==> src/rtl/k2red_inv_pipe.sv <==
// k2red_inv_pipe: removes the K2-RED scaling factor, out = a * 169^-1 mod 3329
// (a * 2285 mod 3329). Three registered stages with a valid/ready stream on
// both sides; a bubble anywhere in the pipe is filled even while the output
// is stalled.
//
// Ports
//   clk        rising-edge clock
//   rst        asynchronous reset, active-low
//   in_valid   upstream beat valid
//   in_ready   block accepts a beat this cycle (combinational from out_ready)
//   in_data    coefficient a (12 bits; values >= Q are reduced, never wrapped)
//   in_tag     sideband tag, travels with its beat
//   out_valid  out_data/out_tag valid
//   out_ready  downstream accepts a beat
//   out_data   a*KINV mod Q, always 0..Q-1
//   out_tag    tag of the delivered beat
//   range_err  sticky flag for an accepted in_data >= Q
//              (only when K2INV_RANGE_CHK_EN is defined)
//
// Build option: define K2INV_RANGE_CHK_EN to add the range_err port and logic.
module k2red_inv_pipe #(
    parameter int unsigned DW = 12,
    parameter int unsigned TW = 4
) (
    input  logic          clk,
    input  logic          rst,
    input  logic          in_valid,
    output logic          in_ready,
    input  logic [DW-1:0] in_data,
    input  logic [TW-1:0] in_tag,
    output logic          out_valid,
    input  logic          out_ready,
    output logic [DW-1:0] out_data,
    output logic [TW-1:0] out_tag
`ifdef K2INV_RANGE_CHK_EN
    ,
    output logic          range_err
`endif
);

    localparam int unsigned Q    = 3329;
    localparam int unsigned KINV = 2285;
    localparam int unsigned PW   = DW + 12;   // full product width, covers a up to 2^DW-1
    localparam int unsigned BW   = 13;        // Barrett multiplier width
    localparam int unsigned BS   = 24;        // Barrett shift
    localparam int unsigned MW   = PW + BW;
    localparam int unsigned QW   = 13;        // quotient estimate width
    localparam int unsigned RW   = 14;        // partial remainder width (< 3Q)

    localparam logic [DW-1:0] Q_D    = DW'(Q);
    localparam logic [PW-1:0] KINV_P = PW'(KINV);
    localparam logic [PW-1:0] Q_P    = PW'(Q);
    localparam logic [BW-1:0] BM     = BW'(5039);   // floor(2^24 / 3329)
    localparam logic [RW-1:0] Q_R    = RW'(Q);
    localparam logic [RW-1:0] Q2_R   = RW'(2 * Q);

    logic          v1, v2;
    logic [DW-1:0] a1;
    logic [TW-1:0] t1, t2;
    logic [PW-1:0] p2;
    logic          adv1, adv2, adv3;

    logic [MW-1:0] bprod;
    logic [QW-1:0] qest;
    logic [RW-1:0] r0, r1;

    // Stage advance chain: a stage moves when it is empty or its successor moves.
    assign adv3     = ~out_valid | out_ready;
    assign adv2     = ~v2 | adv3;
    assign adv1     = ~v1 | adv2;
    assign in_ready = adv1;

    // Barrett reduction of p2: quotient may be low by up to 2, fixed by two compares.
    always_comb begin
        bprod = MW'(p2) * MW'(BM);
        qest  = QW'(bprod >> BS);
        r0    = RW'(p2 - PW'(qest) * Q_P);
        r1    = r0;
        if (r0 >= Q2_R) begin
            r1 = r0 - Q2_R;
        end else if (r0 >= Q_R) begin
            r1 = r0 - Q_R;
        end
    end

    // S1: capture coefficient and tag.
    always_ff @(posedge clk or negedge rst) begin
        if (!rst) begin
            v1 <= 1'b0;
            a1 <= '0;
            t1 <= '0;
        end else if (adv1) begin
            v1 <= in_valid;
            if (in_valid) begin
                a1 <= in_data;
                t1 <= in_tag;
            end
        end
    end

    // S2: full-width product a*KINV.
    always_ff @(posedge clk or negedge rst) begin
        if (!rst) begin
            v2 <= 1'b0;
            p2 <= '0;
            t2 <= '0;
        end else if (adv2) begin
            v2 <= v1;
            if (v1) begin
                p2 <= PW'(a1) * KINV_P;
                t2 <= t1;
            end
        end
    end

    // S3: fully reduced result, drives the output port registers.
    always_ff @(posedge clk or negedge rst) begin
        if (!rst) begin
            out_valid <= 1'b0;
            out_data  <= '0;
            out_tag   <= '0;
        end else if (adv3) begin
            out_valid <= v2;
            if (v2) begin
                out_data <= DW'(r1);
                out_tag  <= t2;
            end
        end
    end

`ifdef K2INV_RANGE_CHK_EN
    // Sticky out-of-range flag, set by any accepted beat with a >= Q.
    always_ff @(posedge clk or negedge rst) begin
        if (!rst) begin
            range_err <= 1'b0;
        end else if (in_valid && in_ready && (in_data >= Q_D)) begin
            range_err <= 1'b1;
        end
    end
`endif

endmodule

==> config.mk <==
export PLATFORM = sky130hd
export DESIGN_NAME = k2red_inv_pipe
export DESIGN_NICKNAME = d
export VERILOG_FILES = /design/src/rtl/k2red_inv_pipe.sv
export SDC_FILE = /design/constraint.sdc
export NUM_CORES = 1
export LEC_CHECK = 0
export BUFFER_PORTS_ARGS = -buffer_cell sky130_fd_sc_hd__buf_2
export CORE_AREA = 2 2 160 162
export DETAILED_ROUTE_END_ITERATION = 12
export DIE_AREA = 0 0 162 164
export GPL_TIMING_DRIVEN = 1
export PLACE_DENSITY = 0.65
export SLEW_MARGIN = 5
export SYNTH_ARGS = -nofsm -noshare
export SYNTH_HDL_FRONTEND = slang
export SYNTH_SLANG_ARGS = --single-unit
==> constraint.sdc <==
create_clock -name clk -period 11.43 [get_ports clk]
set_input_delay 0.5715 -clock clk [delete_from_list [all_inputs] [get_ports clk]]
set_output_delay 0.5715 -clock clk [all_outputs]
set_load 0.02 [all_outputs]
Word level (Yosys, flattened, before mapping):

Index checks and enable logic that the tools add are counted.

* register bits: 63
* bits of input ports: 20
* output and inout bits: 18
* logic and storage cells: 28

* $add $sub $neg: 3
* multiply operators: 3
* order comparisons: 2
* mux-type cells: 2
* bitwise gates (word level): 6
* reduce and logical (&&, ||, !) cells: 3

Operator list (count)
* $mul A24 B13 Y37 const B: 1
* $mul A12 B12 Y24 const B: 1
* $mux W12: 2
* $sub A12 B12 Y12 const B: 2
* $ge A14 B12 Y1 const B: 1
* $ge A14 B13 Y1 const B: 1
* $mul A13 B12 Y14 const B: 1
* $sub A14 B14 Y14: 1
* $reduce_and A2 Y1: 3
* $not A1 Y1: 3
* $or A1 B1 Y1: 3

Depth between registers and ports, before layout:

Gate-level depths: netlist (run 1).

* depth after elaboration: 6
* depth in mapped cells: 39
* depth with buffers taken out: 38

Worst setup path before layout (run 1):

Ideal clock, no wire load.

* path kind: register to register
* start: register p2[21]
* end: register out_data[6]
* data arrival time: 9.091 ns
* data required time: 11.360 ns
* setup slack: 2.269 ns
* cell stages (with the launch flop): 35
* clock period less this slack: 9.161 ns
* cell sequence: dfrtp_1 -> inv_1 -> fa_1 -> fa_1 -> fa_1 -> inv_1 -> fa_1 -> inv_1 -> fa_1 -> inv_1 -> ha_1 -> nand3_2 -> nor4_2 -> o2111ai_1 -> o21ai_2 -> or2_1 -> buf_6 -> a21oi_1 -> xnor2_1 -> ha_1 -> fa_1 -> ha_1 -> inv_1 -> fa_1 -> ha_1 -> a21oi_1 -> a211o_1 -> nand4b_2 -> a2111oi_4 -> nand4_2 -> o31a_1 -> o211ai_2 -> a21oi_2 -> or4_1 -> nand3_1

* cells in the longest elaborated chain, start to end: 6
* elaborated cells on any way between the ends: 9
* classes of those cells: add/sub (3); mul (2); order compare (2); mux (2)

RTL lines
* from (decl): RTL line 60 `logic [PW-1:0] p2;`
* from (signal assigned): RTL line 110 `p2 <= PW'(a1) * KINV_P;`
* $mul A24 B13 Y37 *: RTL line 75 `bprod = MW'(p2) * MW'(BM);`
* $mul A13 B12 Y14 *: RTL line 77 `r0 = RW'(p2 - PW'(qest) * Q_P);`
* $sub A14 B14 Y14 *: RTL line 77
* $sub A12 B12 Y12 / $ge A14 B12 Y1 (equally long branches): RTL line 82, 81
* $mux W12: RTL line 81 `end else if (r0 >= Q_R) begin`
* $mux W12 *: RTL line 79 `if (r0 >= Q2_R) begin`
* to (signal assigned): RTL line 125 `out_data <= DW'(r1);`
* to (decl): RTL line 33 `output logic [DW-1:0] out_data,`

Every way passes the cells marked *; elsewhere a longest branch is shown, timed or not.
A chain may end at the register's enable or synchronous reset.

Final worst setup path (run 1):

* start: register p2[20]
* end: register out_data[10]

The elaborated chain is that of the path after synthesis.

==> results by group, run 1 <==
Route
  • Vias per cell: 5.18
  • Number of nets with antenna violations after routing: 0
  • Violation count after the first detailed-routing iteration: 296
  • Met2 wirelength from detailed routing: 12600 um
  • DR vias: 8267
  • Met1 routed wirelength after detailed routing: 12000 um
  • DR WL/cell: 16.0 um
  • Uppermost metal layer occupied by signal nets: met4
  • Post-detailed-route DRC marker count: 0
  • Router iterations before antenna repair: 5
  • Met3 Routed Length: 570 um
  • Routed WL: 25500 um

GRT
  • GRT Util Overall: 0.209
  • Global-route congestion overflow total: 0
  • Global-route wire length before repair: 44400 um
  • Maximum number of pins on one net before global-route repair: 64
  • Vias in the first global route: 8984
  • Number of antenna violations at the first check in global routing: 0

Die
  • DIE WIDTH: 162 um
  • Num ports: 38
  • Full die area: 26600 sq um
  • Standard cell core area: 24800 sq um
  • Floorplan die height: 164 um
  • Number of rows created at floorplan: 58
  • Initial standard-cell utilization of the core: 0.492

Timing
  • Worst hold slack after final layout: 405 ps
  • Final critical path time including I/O delays and setup: 10380 ps
  • Max frequency: 96.3 MHz
  • Tcrit/Tclk final: 0.908
  • RSZ-0062 raised after global routing: no
  • Count of final hold-check violations: 0
  • Slew @ Worst Pin: 830 ps
  • Setup TNS: 0 ps
  • Headroom to the max-slew limit: 0.447
  • Worst-case clock skew: 13.2 ps
  • Pins Over Slew Limit: 0
  • Count of endpoints failing setup in the final report: 0

Yosys
  • Synthesized cell area: 12200 sq um
  • Instance count of the mapped netlist: 1223
  • Top cells by area in the synthesized netlist: fa_1 29%, ha_1 25%, dfrtp_1 13%
  • Average footprint of a synthesized cell: 9.98 sq um
  • Predominant post-synthesis flop cell: dfrtp_1
  • Fraction of post-synthesis cell area in the top cell type by area: 0.294
  • Post-synth EDFFs: 0
  • Count of yosys warnings during synthesis: 0
  • Count of unique library cells instantiated by Yosys: 79
  • Synthesis-stage register bit count: 63
  • Share of synthesized area occupied by flip-flops and latches: 0.129
  • Share of synthesized registers carrying an async set or reset: 1.00
  • Largest area contributor in the netlist: fa_1
  • Post-synth net total: 1662

Worst setup path
  • Worst Path Required: 11690 ps
  • Most used cell along the critical path: fa_1
  • First element of the critical path: p2[20]$_DFFE_PN0P_
  • Reg2Reg Capture Point: out_data[10]$_DFFE_PN0P_
  • Worst-path maximum fanout: 8
  • Kind of end point of the critical path: flip-flop
  • Worst path slowest cell: fa_1
  • Crit-path max cell delay: 620 ps
  • Kind of cell with the highest combined delay on the critical path: adder cells
  • Critical Path Start Type: flip-flop
  • Worst path bufs/invs: 5
  • Data arrival at the endpoint of the critical path: 10640 ps
  • Worst R2R Path Depth: 33
  • End point of the critical path: out_data[10]$_DFFE_PN0P_
  • Worst R2R Setup Slack: 1050 ps
  • Worst setup path class: flip-flop to flip-flop
  • Worst flop-to-flop path startpoint: p2[20]$_DFFE_PN0P_
  • Logic depth of the worst path, buffers included: 33

Cells and area
  • Final nets: 1700
  • Number of antenna cells inserted: 0
  • Fraction of layout instances using a drive strength above 1: 0.0869
  • Share of the core filled with cells: 0.526
  • Synth-to-layout area growth: 7.00%
  • Summed area of non-filler cells in the final layout: 13100 sq um
  • Final-layout fill cell count: 2298

Clock network
  • TritonCTS buffer count: 9
  • Number of sinks on the clock net: 63
  • Number of buffers inserted by post-CTS setup repair: 0
  • Quantity of hold-fixing buffers added after cts: 0
  • Number of cells upsized or downsized after cts: 0
  • Clk root buf: clkbuf_16
  • H-tree lvl count: 3
  • Clock transition at the register clock pins on the worst setup and hold paths after CTS: 70 ps
  • TritonCTS clock tree: done
  • Buffers from clock root to sink, at most: 2
  • Later-pin clock latency in the skew report: 340 ps

Placement
  • Routability congestion estimate from global placement: 0.853
  • I/O Buffers: 37
  • Half-perimeter wire length after placement: 21800 um
  • Standard cell area after detailed placement: 12700 sq um

Status
  • Run status: finished clean

Worst hold path
  • Type of the tightest min-delay check: input port to async pin

Flow run
  • Count of maximum capacitance violations: 0
cells by family after synthesis:
kind of cell / after synthesis / synth area share
AOI/OAI and AO/OA: 161 / 0.0958
xor gates and xnor gates: 49 / 0.0390
adders and majority gates: 419 / 0.540
buffers and inverters: 309 / 0.0977
DFF: 63 / 0.129
muxes: 19 / 0.0173
and+or+nand+nor: 203 / 0.0811
metal layers:
metal | vias up | GRT usage
li1 | 4028 | -
met1 | 4114 | 0.289
met2 | 99 | 0.360
met3 | 26 | 0.0202
met4 | 0 | 0.0455
met5 | - | 0
cells in the mapped netlist (all sizes together) (6+ instances only):
cell type / number
or3: 7
mux2: 17
a211oi: 8
inv: 294
xnor2: 33
a21oi: 28
nand2: 85
nor2: 35
ha: 240
nand3: 19
o31ai: 6
clkbuf: 11
dfrtp: 63
nand2b: 8
xor2: 14
o211ai: 6
o21a: 9
o21ai: 51
a21o: 7
and2: 8
fa: 179
nor3: 11
state kept, by name, summed over array words and instances, names as in the netlist:
signal     cells
out_data      12
a1            12
t2             4
out_tag        4
t1             4
out_valid      1
p2            24
v1             1
v2             1
worst register-to-register path, delay by kind of cell (launching register included):
kind,cells,cell delay [ps]
and+or+nand+nor,5,1460
xor gates and xnor gates,1,400
buffers and inverters,5,380
DFF,1,510
AOI/OAI and AO/OA,11,2830
adders and majority gates,11,4740
how the worst min path moves through the flow:
stage                       from                       to  slack, ps  depth (start not counted)
3_5_place_dp   t1[2]$_DFFE_PN0P_        t2[2]$_DFFE_PN0P_        450                          2
3_3_place_gp   t1[1]$_DFFE_PN0P_        t2[1]$_DFFE_PN0P_        440                          2
2_1_floorplan                rst        a1[0]$_DFFE_PN0P_        280                          0
4_1_cts                      rst  out_data[6]$_DFFE_PN0P_        440                          2
6_report                     rst  out_data[6]$_DFFE_PN0P_        400                          2
5_1_grt                 in_valid           v1$_DFFE_PN0N_        460                          2
metrics by stage:
stage	std cells	setup slack, ps
after floorplan	1223	2270
after CTS	1596	1130
after global placement	1580	1280
final	1596	1050
after detailed placement	1580	1160
after global routing	1596	415
cells in the final DEF, fill, tap and decap left out, drive strengths merged, types with 9 or more instances in the layout:
cell type	count
o21a	9
fa	179
o21ai	51
xor2	14
a21oi	28
nand2	85
nor2	35
mux2	17
nand3	19
nor3	11
xnor2	33
buf	42
inv	295
clkbuf	10
ha	240
dfrtp	63
layout make-up:
| cell class | instances | area [sq um] | area share |
|---|---|---|---|
| sequential | 63 | 1580 | 0.121 |
| timing repair buffer | 42 | 223 | 0.0171 |
| multi-input combinational | 851 | 9430 | 0.722 |
| clock buffer | 10 | 239 | 0.0183 |
| tap | 330 | 413 | 0.0316 |
| clock inverter | 6 | 68.8 | 0.00527 |
| inverter | 294 | 1100 | 0.0845 |
Power of run 1 is not shown: default switching activity piles up to over one toggle a cycle in this logic, so the estimate is an artifact.
==> run 2: changes to the inputs <==
- RECOVER_POWER: not set -> 50
- TNS_END_PERCENT: not set -> 1
==> run 2 against run 1 <==
  * The run now ends with max-capacitance violations, max-slew violations left
  * Setup slack hardly changed
  * Register-to-register slack hardly changed
  * Die area stayed put
  * Clock-buffer cell count stayed put
  * Cell area is 0.11% lower
  * Utilization is 0.060 points lower
  * Critical path depth stayed put
  * Critical path type unchanged
==> results by group, run 2 (same netlist as run 1, synthesis figures left out) <==
Timing
  • Final critical path time including I/O delays and setup: 10380 ps (+0.0800 ps)
  • Max frequency: 96.3 MHz (about the same)
  • Headroom to the max-slew limit: -1.33 (-1.77)
  • Setup TNS: 0 ps (unchanged)
  • Count of endpoints failing setup in the final report: 0 (unchanged)
  • Tcrit/Tclk final: 0.908 (about the same)
  • Count of final hold-check violations: 0 (unchanged)
  • Slew @ Worst Pin: 3490 ps (+2660 ps)
  • Worst-case clock skew: 12.6 ps (-0.601 ps)
  • RSZ-0062 raised after global routing: no
  • Pins Over Slew Limit: 64 (+64)

Clock network
  • Clk root buf: clkbuf_16
  • Number of cells upsized or downsized after cts: 0 (unchanged)
  • Buffers from clock root to sink, at most: 2 (unchanged)
  • TritonCTS buffer count: 9 (unchanged)
  • Number of buffers inserted by post-CTS setup repair: 0 (unchanged)
  • Clock transition at the register clock pins on the worst setup and hold paths after CTS: 60 ps (about the same)
  • Number of sinks on the clock net: 63 (unchanged)
  • TritonCTS clock tree: done
  • Later-pin clock latency in the skew report: 340 ps (about the same)
  • H-tree lvl count: 3 (unchanged)
  • Quantity of hold-fixing buffers added after cts: 0 (unchanged)

Cells and area
  • Reg with most FFs: p2
  • Highest-count cells in the layout ignoring fill and taps: 294 x inv_1, 240 x ha_1, 179 x fa_1
  • Final nets: 1700 (unchanged)
  • Number of antenna cells inserted: 0 (unchanged)
  • Most common cell after layout, fill and taps aside: inv_1
  • Regs by FF count: p2 (24), a1 (12), out_data (12)
  • Fraction of layout instances using a drive strength above 1: 0.0837 (-0.00316)
  • Largest register FFs: 24 (unchanged)
  • Synth-to-layout area growth: 6.88%
  • Final-layout fill cell count: 2304 (+0.26%)

Worst setup path
  • Kind of end point of the critical path: flip-flop
  • First element of the critical path: p2[20]$_DFFE_PN0P_
  • Worst Path Required: 11690 ps (about the same)
  • Most used cell along the critical path: fa_1
  • Reg2Reg Capture Point: out_data[10]$_DFFE_PN0P_
  • Data arrival at the endpoint of the critical path: 10640 ps (about the same)
  • Worst setup path class: flip-flop to flip-flop
  • Critical Path Start Type: flip-flop
  • End point of the critical path: out_data[10]$_DFFE_PN0P_
  • Worst path slowest cell: fa_1
  • Worst R2R Setup Slack: 1050 ps (about the same)
  • Worst flop-to-flop path startpoint: p2[20]$_DFFE_PN0P_
  • Worst R2R Path Depth: 33 (unchanged)
  • Worst-path maximum fanout: 8 (unchanged)
  • Crit-path max cell delay: 620 ps (about the same)

Route
  • DR WL/cell: 16.0 um (about the same)
  • Vias per cell: 5.19 (+0.11%)
  • DR vias: 8276 (+0.11%)
  • Routed WL: 25500 um (about the same)
  • Router iterations before antenna repair: 5 (unchanged)
  • Post-detailed-route DRC marker count: 0 (unchanged)
  • Number of nets with antenna violations after routing: 0 (unchanged)
  • Violation count after the first detailed-routing iteration: 277 (-6.4%)

Placement
  • I/O Buffers: 37 (unchanged)
  • Half-perimeter wire length after placement: 21800 um (unchanged)
  • Routability congestion estimate from global placement: 0.853 (unchanged)

Status
  • Run status: finished, violations left
  • Violations in the final reports: max-capacitance violations, max-slew violations

GRT
  • Global-route congestion overflow total: 0 (unchanged)
  • Vias in the first global route: 8984 (unchanged)
  • Number of antenna violations at the first check in global routing: 0 (unchanged)
  • GRT Util Overall: 0.209 (unchanged)
  • Global-route wire length before repair: 44400 um (unchanged)
  • Maximum number of pins on one net before global-route repair: 64 (unchanged)

Die
  • Number of rows created at floorplan: 58 (unchanged)
  • DIE WIDTH: 162 um (unchanged)
  • Num ports: 38 (unchanged)
  • Initial standard-cell utilization of the core: 0.492 (unchanged)
  • Floorplan die height: 164 um (unchanged)
  • Standard cell core area: 24800 sq um (unchanged)
  • Full die area: 26600 sq um (unchanged)

Flow run
  • Count of maximum capacitance violations: 1 (+1)

Worst hold path
  • Type of the tightest min-delay check: input port to flip-flop
## run 2: cell types whose count changed in the layout (fill, tap and decap cells not counted)
cell,delta
clkbuf_1,+4
and2_1,-1
and2_0,+1
buf_4,-4
## run 2: how the worst min path moves through the flow
stage                     depth (start not counted)         startpoint  slack (ps)                      end
after floorplan                                   0                rst         280        a1[0]$_DFFE_PN0P_
after global placement                            2  t1[1]$_DFFE_PN0P_         440        t2[1]$_DFFE_PN0P_
after detailed placement                          2  t1[2]$_DFFE_PN0P_         450        t2[2]$_DFFE_PN0P_
after CTS                                         2                rst         440  out_data[6]$_DFFE_PN0P_
after global routing                              2           in_valid         460           v1$_DFFE_PN0N_
final                                             2           in_valid         450           v1$_DFFE_PN0N_
## run 2: worst max-delay path, delay by kind of cell, from the launching register on
kind | cells | cell delay (ps)
adder cells (fa/ha/maj) | 11 | 4720
AO/OA/AOI/OAI | 11 | 2830
AND/OR/NAND/NOR | 5 | 1460
buffers and inverters | 5 | 380
flip-flops | 1 | 510
XOR/XNOR | 1 | 400
## run 2: area by class of cell
type                       instances  area [sq um]  area share
timing repair buffer              42           208      0.0159
clock buffer                      10           239      0.0183
tap                              330           413      0.0317
sequential                        63          1580       0.121
multi-input combinational        851          9430       0.723
inverter                         294          1100      0.0846
clock inverter                     6          68.8     0.00528
## run 2: routing by layer
layer,routed length (um),share of wire,vias to the layer above,GRT usage
met2,12600,0.49,98,0.360
met1,11900,0.47,4125,0.289
li1,-,-,4027,-
met3,587,0.023,26,0.0202
met5,0,0,-,0
met4,327,0.013,0,0.0455
## run 2: metrics by stage
stage | utilization | area [sq um] | instances | setup WS, ps | hold slack, ps
after global placement | 0.514 | 12700 | 1580 | 1280 | 445
final | 0.525 | 13000 | 1596 | 1050 | 445
after floorplan | - | 12200 | 1223 | 2270 | 276
after global routing | 0.525 | 13000 | 1596 | 408 | 459
after detailed placement | 0.514 | 12700 | 1580 | 1160 | 452
after CTS | 0.526 | 13100 | 1596 | 1130 | 436
Power of run 2 is left out for the same reason.
==> run 3: changes to the inputs <==
--- a/config.mk
+++ b/config.mk
@@ -11,7 +11,7 @@
 export DIE_AREA = 0 0 162 164
 export GPL_TIMING_DRIVEN = 1
+export MAX_ROUTING_LAYER = met4
 export PLACE_DENSITY = 0.65
 export RECOVER_POWER = 50
-export SLEW_MARGIN = 5
 export SYNTH_ARGS = -nofsm -noshare
 export SYNTH_HDL_FRONTEND = slang
==> constraint.sdc (replaced) <==
create_clock -name clk -period 11.43 [get_ports clk]
set_input_delay 1.143 -clock clk [delete_from_list [all_inputs] [get_ports clk]]
set_output_delay 1.143 -clock clk [all_outputs]
set_load 0.02 [all_outputs]
==> run 3 against run 2 <==
  * The flow still finishes with violations (max-capacitance violations, max-slew violations)
  * Utilization increased by 0.16 points
  * Final cell count decreased by 0.13%
  * Flip-flop and latch count unchanged
  * Clock-buffer cell count increased by 2
  * Critical endpoint unchanged
  * Highest routed layer unchanged
==> results by group, run 3 (same netlist as run 1, synthesis figures left out) <==
Worst hold path
  • Type of the tightest min-delay check: flip-flop to flip-flop
  • Hold path start: t1[3]$_DFFE_PN0P_
  • Cell depth of the worst min-delay path: 2 (unchanged)
  • Hold-critical path endpoint: t2[3]$_DFFE_PN0P_

Die
  • DIE WIDTH: 162 um (unchanged)
  • Number of rows created at floorplan: 58 (unchanged)
  • Full die area: 26600 sq um (unchanged)
  • Floorplan die height: 164 um (unchanged)
  • Initial standard-cell utilization of the core: 0.492 (unchanged)
  • Num ports: 38 (unchanged)
  • Standard cell core area: 24800 sq um (unchanged)

Worst setup path
  • Worst path slowest cell: dfrtp_1
  • Worst flop-to-flop path startpoint: p2[19]$_DFFE_PN0P_
  • Worst setup path class: flip-flop to flip-flop
  • Worst R2R Setup Slack: 960 ps (-90 ps)
  • Reg2Reg Capture Point: out_data[10]$_DFFE_PN0P_
  • Worst path bufs/invs: 5 (unchanged)
  • Logic depth of the worst path, buffers included: 33 (unchanged)
  • Worst-path maximum fanout: 8 (unchanged)
  • Crit-path max cell delay: 560 ps (-60 ps)
  • Most used cell along the critical path: fa_1
  • First element of the critical path: p2[19]$_DFFE_PN0P_
  • Worst Path Required: 11610 ps (-80 ps)
  • Kind of cell with the highest combined delay on the critical path: adder cells
  • Worst R2R Path Depth: 33 (unchanged)
  • Data arrival at the endpoint of the critical path: 10660 ps (+20 ps)
  • Critical Path Start Type: flip-flop
  • Kind of end point of the critical path: flip-flop

Route
  • DR vias: 8210 (-0.80%)
  • Vias per cell: 5.15 (-0.67%)
  • Violation count after the first detailed-routing iteration: 318 (+15%)
  • DR WL/cell: 15.6 um (-2.4%)
  • Post-detailed-route DRC marker count: 0 (unchanged)
  • Number of nets with antenna violations after routing: 0 (unchanged)
  • Router iterations before antenna repair: 4 (-1)
  • Routed WL: 24800 um (-2.5%)

Cells and area
  • Number of antenna cells inserted: 0 (unchanged)
  • Final nets: 1699 (-0.059%)
  • Regs by FF count: p2 (24), a1 (12), out_data (12)
  • Highest-count cells in the layout ignoring fill and taps: 294 x inv_1, 240 x ha_1, 179 x fa_1
  • Fraction of layout instances using a drive strength above 1: 0.0831 (-0.000659)
  • Largest register FFs: 24 (unchanged)
  • Reg with most FFs: p2
  • Most common cell after layout, fill and taps aside: inv_1
  • Synth-to-layout area growth: 7.20%

Timing
  • Setup TNS: 0 ps (unchanged)
  • Pins Over Slew Limit: 104 (+63%)
  • Max frequency: 95.5 MHz (-0.85%)
  • Count of endpoints failing setup in the final report: 0 (unchanged)
  • RSZ-0062 raised after global routing: no
  • Count of final hold-check violations: 0 (unchanged)
  • Final critical path time including I/O delays and setup: 10470 ps (+88.9 ps)
  • Headroom to the max-slew limit: -1.37 (-0.0441)
  • Tcrit/Tclk final: 0.916 (+0.00778)
  • Worst-case clock skew: 10.4 ps (-2.18 ps)
  • Slew @ Worst Pin: 3550 ps (+66.2 ps)

Clock network
  • Clock transition at the register clock pins on the worst setup and hold paths after CTS: 60 ps (about the same)
  • TritonCTS buffer count: 9 (unchanged)
  • H-tree lvl count: 3 (unchanged)
  • Number of cells upsized or downsized after cts: 0 (unchanged)
  • Buffers from clock root to sink, at most: 2 (unchanged)
  • TritonCTS clock tree: done
  • Clk root buf: clkbuf_16
  • Quantity of hold-fixing buffers added after cts: 0 (unchanged)
  • Later-pin clock latency in the skew report: 340 ps (about the same)
  • Number of buffers inserted by post-CTS setup repair: 0 (unchanged)
  • Number of sinks on the clock net: 63 (unchanged)

GRT
  • Number of antenna violations at the first check in global routing: 0 (unchanged)
  • GRT Util Overall: 0.209 (-0.000328)
  • Vias in the first global route: 8691 (-3.3%)
  • Global-route congestion overflow total: 0 (unchanged)
  • Maximum number of pins on one net before global-route repair: 64 (unchanged)
  • Global-route wire length before repair: 42900 um (-3.4%)

Placement
  • Half-perimeter wire length after placement: 21200 um (-2.5%)
  • Routability congestion estimate from global placement: 0.863 (+1.1%)
  • I/O Buffers: 37 (unchanged)

Flow run
  • Count of maximum capacitance violations: 2 (+1)

Status
  • Violations in the final reports: max-capacitance violations, max-slew violations
  • Run status: finished, violations left
[run 3: cell count changes in the layout (fill, tap and decap cells not counted)]
cell / change
clkinv_4: -2
clkbuf_8: +1
clkinv_2: -1
clkinvlp_4: -1
inv_6: -1
clkbuf_1: -1
bufinv_16: +2
buf_4: +1
[run 3: final cells by class]
cell class              count  area [sq um]
inverters                 294          1100
clock buffers              12           256
multi-input cells         851          9430
repair buffers             41           208
well taps                 330           413
fillers                  2256         11700
flip-flops and latches     63          1580
clock inverters             3          90.1
[run 3: metrics by stage]
stage                     cell area, sq um  std cells  worst slack [ps]  hold slack, ps  utilization
after floorplan                      12200       1223              2270             433            -
after global placement               12700       1579              1320             445        0.513
after detailed placement             12700       1579              1080             453        0.513
after CTS                            13100       1594              1020             465        0.527
after global routing                 13100       1594               353             491        0.527
final                                13100       1594               958             465        0.527
[run 3: worst max-delay path by stage]
stage / endpoint / slack, ps
global placement: out_data[10]$_DFFE_PN0P_ / 1320
floorplan: out_data[6]$_DFFE_PN0P_ / 2270
detailed placement: out_data[6]$_DFFE_PN0P_ / 1080
global route: out_data[10]$_DFFE_PN0P_ / 350
CTS: out_data[6]$_DFFE_PN0P_ / 1020
finish: out_data[10]$_DFFE_PN0P_ / 960
[run 3: worst register-to-register path, delay by kind of cell, from the launching register on]
kind	cells	cell delay, ps
fa+ha+maj	11	4730
compound gates	9	2470
simple gates	7	1790
flops	1	560
xor+xnor	1	390
buf+inv	5	380
[run 3: layer usage]
layer / share of wire / up-vias / global-route usage
met1: 0.48 / 4057 / 0.288
li1: - / 4027 / -
met5: 0 / - / -
met4: 0.011 / 0 / 0.0398
met2: 0.49 / 106 / 0.345
met3: 0.024 / 20 / 0.0149
Power of run 3 is left out for the same reason.
